**src/rtl/led_pkg.sv**
```systemverilog
// Shared encodings for the LED pattern generator: pattern modes and bounce direction.
package led_pkg;

  typedef enum logic [1:0] {
    MODE_BLINK  = 2'd0,
    MODE_ROL    = 2'd1,
    MODE_ROR    = 2'd2,
    MODE_BOUNCE = 2'd3
  } mode_e;

  typedef enum logic {
    DIR_UP   = 1'b0,
    DIR_DOWN = 1'b1
  } dir_e;

endpackage

```
**src/rtl/led_pattern_gen_if.sv**
```systemverilog
// Control/status bundle between a switch/register block (master) and the LED pattern generator (slave).
interface led_pattern_gen_if #(
  parameter int unsigned LED_NUM = 4
);
  logic               en;
  logic [1:0]         mode;
  logic [1:0]         speed;
  logic [LED_NUM-1:0] led;
  logic               tick;

  modport master (output en, mode, speed, input led, tick);
  modport slave  (input en, mode, speed, output led, tick);
endinterface

```
**src/rtl/led_tick_gen.sv**
```systemverilog
// Programmable-period step strobe; period is TICK_CYCLES >> speed, held while paused.
module led_tick_gen #(
  parameter int unsigned TICK_CYCLES = 25_000_000,
  parameter int unsigned CNT_W       = $clog2(TICK_CYCLES)
) (
  input  logic       clk,
  input  logic       rst_n,
  input  logic       en,
  input  logic [1:0] speed,
  input  logic       clr,
  output logic       tick_int
);

  logic [CNT_W-1:0] cnt_q, cnt_d;
  logic [CNT_W-1:0] lim;

  // Terminal count is formed before truncation so a power-of-two TICK_CYCLES still fits CNT_W.
  always_comb lim = CNT_W'((TICK_CYCLES >> speed) - 32'd1);

  // >= so that shortening the period mid-count fires at once instead of wrapping the counter.
  assign tick_int = en && (cnt_q >= lim);

  always_comb begin
    cnt_d = cnt_q;
    if (clr)
      cnt_d = '0;
    else if (en)
      cnt_d = tick_int ? '0 : cnt_q + CNT_W'(1);
  end

  always_ff @(posedge clk or negedge rst_n) begin
    if (!rst_n) cnt_q <= '0;
    else        cnt_q <= cnt_d;
  end

endmodule

```
**src/rtl/led_pattern_gen.sv**
```systemverilog
// Multi-LED pattern generator: blink, rotate-left, rotate-right or bounce, stepped by led_tick_gen.
module led_pattern_gen
  import led_pkg::*;
#(
  parameter int unsigned LED_NUM     = 4,
  parameter int unsigned TICK_CYCLES = 25_000_000,
  parameter int unsigned CNT_W       = $clog2(TICK_CYCLES)
) (
  input  logic             clk,
  input  logic             rst_n,
  led_pattern_gen_if.slave bus
);

  localparam logic [LED_NUM-1:0] SEED_LO = LED_NUM'(1);
  localparam logic [LED_NUM-1:0] SEED_HI = SEED_LO << (LED_NUM - 1);

  mode_e              mode_q, mode_d, mode_in;
  dir_e               dir_q, dir_d;
  logic [LED_NUM-1:0] led_q, led_d;
  logic               tick_q, tick_d;
  logic [LED_NUM-1:0] rol, ror;
  logic               mode_chg;
  logic               tick_int;

  assign mode_in  = mode_e'(bus.mode);
  assign mode_chg = (mode_in != mode_q);

  led_tick_gen #(
    .TICK_CYCLES (TICK_CYCLES),
    .CNT_W       (CNT_W)
  ) u_tick (
    .clk      (clk),
    .rst_n    (rst_n),
    .en       (bus.en),
    .speed    (bus.speed),
    .clr      (mode_chg),
    .tick_int (tick_int)
  );

  generate
    if (LED_NUM > 1) begin : g_shift
      assign rol = {led_q[LED_NUM-2:0], led_q[LED_NUM-1]};
      assign ror = {led_q[0], led_q[LED_NUM-1:1]};
    end else begin : g_hold
      assign rol = led_q;
      assign ror = led_q;
    end
  endgenerate

  always_comb begin
    mode_d = mode_q;
    dir_d  = dir_q;
    led_d  = led_q;
    tick_d = 1'b0;
    // A mode change reseeds and discards any step due in the same cycle.
    if (mode_chg) begin
      mode_d = mode_in;
      dir_d  = DIR_UP;
      unique case (mode_in)
        MODE_BLINK: led_d = '1;
        MODE_ROR:   led_d = SEED_HI;
        default:    led_d = SEED_LO;
      endcase
    end else if (tick_int) begin
      tick_d = 1'b1;
      unique case (mode_q)
        MODE_BLINK: led_d = ~led_q;
        MODE_ROL:   led_d = rol;
        MODE_ROR:   led_d = ror;
        MODE_BOUNCE: begin
          if (dir_q == DIR_UP) begin
            led_d = rol;
            if (rol[LED_NUM-1]) dir_d = DIR_DOWN;
          end else begin
            led_d = ror;
            if (ror[0]) dir_d = DIR_UP;
          end
        end
        default: led_d = led_q;
      endcase
    end
  end

  always_ff @(posedge clk or negedge rst_n) begin
    if (!rst_n) begin
      mode_q <= MODE_BLINK;
      dir_q  <= DIR_UP;
      led_q  <= '1;
      tick_q <= 1'b0;
    end else begin
      mode_q <= mode_d;
      dir_q  <= dir_d;
      led_q  <= led_d;
      tick_q <= tick_d;
    end
  end

  assign bus.led  = led_q;
  assign bus.tick = tick_q;

endmodule

```
**src/flat_wrapper.sv**
```systemverilog
// flat-port wrapper written by rule: the top's interface ports become plain ports
module led_pattern_gen_flat import led_pkg::*;
#(
  parameter int unsigned LED_NUM     = 4,
  parameter int unsigned TICK_CYCLES = 25_000_000,
  parameter int unsigned CNT_W       = $clog2(TICK_CYCLES)
)
  (clk, rst_n, bus_en, bus_mode, bus_speed, bus_led, bus_tick);
  led_pattern_gen_if #(.LED_NUM(LED_NUM)) bus_i ();
  input  logic clk;
  input  logic rst_n;
  input wire logic [$bits(bus_i.en)-1:0] bus_en;
  input wire logic [$bits(bus_i.mode)-1:0] bus_mode;
  input wire logic [$bits(bus_i.speed)-1:0] bus_speed;
  output wire logic [$bits(bus_i.led)-1:0] bus_led;
  output wire logic [$bits(bus_i.tick)-1:0] bus_tick;
  assign bus_i.en = bus_en;
  assign bus_i.mode = bus_mode;
  assign bus_i.speed = bus_speed;
  assign bus_led = bus_i.led;
  assign bus_tick = bus_i.tick;
  led_pattern_gen #(.LED_NUM(LED_NUM), .TICK_CYCLES(TICK_CYCLES), .CNT_W(CNT_W)) u_core (.clk(clk), .rst_n(rst_n), .bus(bus_i));
endmodule
```
**config.mk**
```make
export PLATFORM = sky130hd
export DESIGN_NAME = led_pattern_gen_flat
export DESIGN_NICKNAME = d
export VERILOG_FILES = /design/src/rtl/led_pkg.sv /design/src/rtl/led_pattern_gen_if.sv /design/src/rtl/led_tick_gen.sv /design/src/rtl/led_pattern_gen.sv /design/src/flat_wrapper.sv
export SDC_FILE = /design/constraint.sdc
export NUM_CORES = 1
export LEC_CHECK = 0
export ABC_AREA = 1
export CAP_MARGIN = 30
export CORE_MARGIN = 2
export CORE_UTILIZATION = 55
export DETAILED_ROUTE_END_ITERATION = 7
export GPL_TIMING_DRIVEN = 0
export HOLD_SLACK_MARGIN = 0.15
export PLACE_DENSITY = 0.7
export SLEW_MARGIN = 20
export SYNTH_ARGS = -nofsm -noshare
export SYNTH_HDL_FRONTEND = slang
export SYNTH_SLANG_ARGS = --single-unit
```
**constraint.sdc**
```tcl
create_clock -name clk -period 2.1 [get_ports clk]
set_clock_uncertainty 0.05 [all_clocks]
set_input_delay 0.63 -clock clk [delete_from_list [all_inputs] [get_ports clk]]
set_output_delay 0.63 -clock clk [all_outputs]
set_load 0.02 [all_outputs]
```
==> summary.md <==
| Metric | Value |
|---|---|
| Status | `finished, violations left` |
| Violated checks | `negative setup slack` |
| Row cnt | `25` |
| Clock Path Buffers | `2` |
| Fin worst setup slack | `-0.223 ns` |
| RSZ-0062 raised after global routing | `yes` |
| Place WS | `-1.20 ns` |
| Fill cells | `398` |
| Register bit total from synthesis | `33` |
| CP max-delay cell | `ha_4` |
| Hold Fails Final Rpt | `0` |
| Largest net degree at the start of global routing | `18` |
| Post-DP Area | `3000 µm²` |
| Dominant synthesized flop cell | `dfrtp_1` |
| CTS tree | `yes` |
| Initial antenna violation count | `0` |
| DRT iter0 DRCs | `135` |
| Drt total wl | `6.58 mm` |
| Drt first pass iters | `5` |
| Sequential area share after synthesis | `30.4%` |
| N_diodes | `0` |
| Area Growth Syn to Fin | `25.9%` |
| WP data required | `2.24 ns` |
| Average size of a mapped cell | `7.65 µm²` |
| CP endpoint | `u_core.dir_q$_DFFE_PN0P_` |
| Tcrit/Tclk final | `111%` |
| Most common cell after layout, fill and taps aside | `nand2_1` |
| First-pass GRT wire length | `11.4 mm` |
| Minimum clock period after layout | `2.32 ns` |
| DR vias/cell | `5.42` |
| Reg2reg path depth | `13` |
| Max Clk Rate | `430 MHz` |
| R2r startpoint | `u_core.u_tick.cnt_q[8]$_DFFE_PN0P_` |
| Setup violations, final | `29` |
| H-tree Lvls | `2` |
| Post-route cell area | `3440 µm²` |
| Area leader, netlist | `dfrtp_1` |
| # nets final | `418` |
| Hold WC Path Type | `primary input to asynchronous set/reset pin` |
| Critical path peak fanout | `5` |
| Kind of critical path | `primary input to register` |
| Syn Std Cell Area | `2730 µm²` |
| EDFF count, synth | `0` |
| Number of global-route vias before repair | `2398` |
| Synth warnings | `0` |
| Sink Count | `33` |
| Data arrival, critical path | `2.46 ns` |
| Non-filler cells, final | `457` |
| Yosys top cell area share | `26.6%` |
| Die span in x | `74.5 µm` |
| Final GP Congestion | `0.917` |
| Cell count after placement | `436` |
| Distinct cells, synth | `53` |
| Core box area | `4750 µm²` |
| RR Endpoint | `u_core.dir_q$_DFFE_PN0P_` |
| GRT Overall Usage | `26.9%` |
| Total CTS buffers | `5` |
| Worst-path cell chain | `buf_12 -> clkinv_8 -> nand2_8 -> ha_4 -> nand2_4 -> ha_4 -> nand4_1 -> nor3_2 -> nand2_1 -> nor2_2 -> nor2_4 -> nand2_2 -> nand2_4 -> nand2_8 -> buf_6 -> nand2_4 -> nand2_2 -> nand2_2` |
| Most frequent cells in the layout | `60 x nand2_1, 39 x inv_1, 39 x nor2_1, 29 x dfrtp_1, 17 x nand3_1` |
| Total gr overflow | `0` |
| Largest stage delay, worst path | `0.28 ns` |
| Die Area | `5550 µm²` |
| Die height | `74.5 µm` |
| Clock Latency Late Sink | `0.29 ns` |
| Hold Buf Count CTS | `0` |
| Clock root buffer | `clkbuf_8` |
| Post-layout util | `72.3%` |
| Critical path launch point type | `primary input` |
| Port bufs | `10` |
| Post-DP HPWL | `4.90 mm` |
| Worst Setup End Kind | `register` |
| Cell count after synthesis | `357` |
| Max cap viols | `0` |
| LEAKAGE | `1.49 nW` |
| Via count | `2478` |
| WL per Instance | `14.4 µm` |
| R2r setup slk | `-0.10 ns` |
| Top post-synthesis cells by area | `dfrtp_1 27%, ha_1 10%, nand2_1 9.6%` |
| Power, Total | `0.00156 W` |
| Pwr dens | `453 nW/µm²` |
| Initial Util | `57.4%` |
| Critical path origin | `bus_speed[0]` |
| DRC violations left | `0` |
| Asr flop ratio synth | `100%` |
| Peak VDD IR | `0.345 mV` |
| Reg clk slew, reported paths | `0.08 ns` |
| # IOs | `12` |
| Share of cells above drive strength 1 | `28.7%` |
| Antenna-violating nets left | `0` |
| Max Slew Vio Count | `0` |
-- registers in the layout, summed over array words and instances, names as in the netlist --
signal	flops
u_core.bus.tick	1
u_core.mode_q	2
u_core.bus.led	4
u_core.u_tick.cnt_q	25
u_core.dir_q	1
-- how the worst min path moves through the flow --
| stage | startpoint | to | cells after the start |
|---|---|---|---|
| detailed placement | u_core.u_tick.cnt_q[0]$_DFFE_PN0P_ | u_core.u_tick.cnt_q[0]$_DFFE_PN0P_ | 1 |
| global placement | u_core.u_tick.cnt_q[0]$_DFFE_PN0P_ | u_core.u_tick.cnt_q[0]$_DFFE_PN0P_ | 1 |
| floorplan | rst_n | u_core.bus.tick$_DFF_PN0_ | 0 |
| finish | rst_n | u_core.bus.tick$_DFF_PN0_ | 1 |
| global route | rst_n | u_core.bus.tick$_DFF_PN0_ | 1 |
| CTS | rst_n | u_core.bus.tick$_DFF_PN0_ | 1 |
-- power breakdown --
group | internal, W | switching [W] | leakage [nW]
clock network | 0.000229 | 0.000247 | 0.0439
registers | 0.000665 | 0.0000241 | 0.442
logic | 0.000171 | 0.000222 | 1.01
total | 0.00106 | 0.000493 | 1.49
-- layout make-up --
| type | count | area, µm² | share of cell area (%) |
|---|---|---|---|
| Tap cell | 67 | 83.8 | 2.44 |
| Clock inverter | 3 | 17.5 | 0.509 |
| Multi-Input combinational cell | 269 | 1890 | 54.9 |
| Sequential cell | 33 | 831 | 24.2 |
| Timing Repair Buffer | 24 | 264 | 7.68 |
| Clock buffer | 5 | 68.8 | 2.00 |
| Buffer | 7 | 86.3 | 2.51 |
| Inverter | 49 | 201 | 5.86 |
-- Yosys cell counts (4+ instances only) --
cell,instances
nand2_1,70
nor2_1,44
inv_1,43
dfrtp_1,29
ha_1,22
nand3_1,18
a21oi_1,12
nand4_1,10
nor3_2,10
o21ai_0,9
nand2_2,7
nor3_1,7
inv_2,5
nor2_2,5
dfstp_2,4
xnor2_1,4
-- layer usage --
layer | wire length, µm | global-route usage [%] | part of all wire [%]
met1 | 3080 | 38.0 | 47
met2 | 3070 | 41.7 | 47
met3 | 286 | 4.20 | 4.3
met4 | 143 | 9.92 | 2.2
met5 | 0 | 0 | 0
-- critical path, delay by kind of cell --
kind	cells	cell delay, ns
adders and majority gates	2	0.42
buffers and inverters	3	0.28
and+or+nand+nor	13	1.13
-- through the flow --
| step | hold WS [ns] | setup TNS, ns |
|---|---|---|
| after floorplan | 0.284 | -6.54 |
| after global placement | 0.444 | -45.52 |
| after detailed placement | 0.449 | -35.17 |
| after CTS | 0.219 | -4.12 |
| after global routing | 0.243 | -8.00 |
| final | 0.212 | -5.40 |
-- logic make-up (layout without fill, tap and decap cells) --
kind of cell / count (synthesis) / after routing / synth area share [%]
other: 2 / 3 / 0.275
multiplexers: 1 / 1 / 0.366
AO/OA/AOI/OAI: 42 / 42 / 9.94
adder cells (fa/ha/maj): 22 / 22 / 10.1
AND/OR/NAND/NOR: 194 / 194 / 37.6
buffers and inverters: 56 / 88 / 9.12
flip-flops: 33 / 33 / 30.4
XOR/XNOR: 7 / 7 / 2.24
-- timing repair --
item / CTS / global route
resized for setup: 38 / 24
pin swaps: 19 / 17
cloned: 1 / 0
setup buffers: 8 / 4
setup endpoints to repair: 35 / 31
Power figures use the tool's default switching activity.
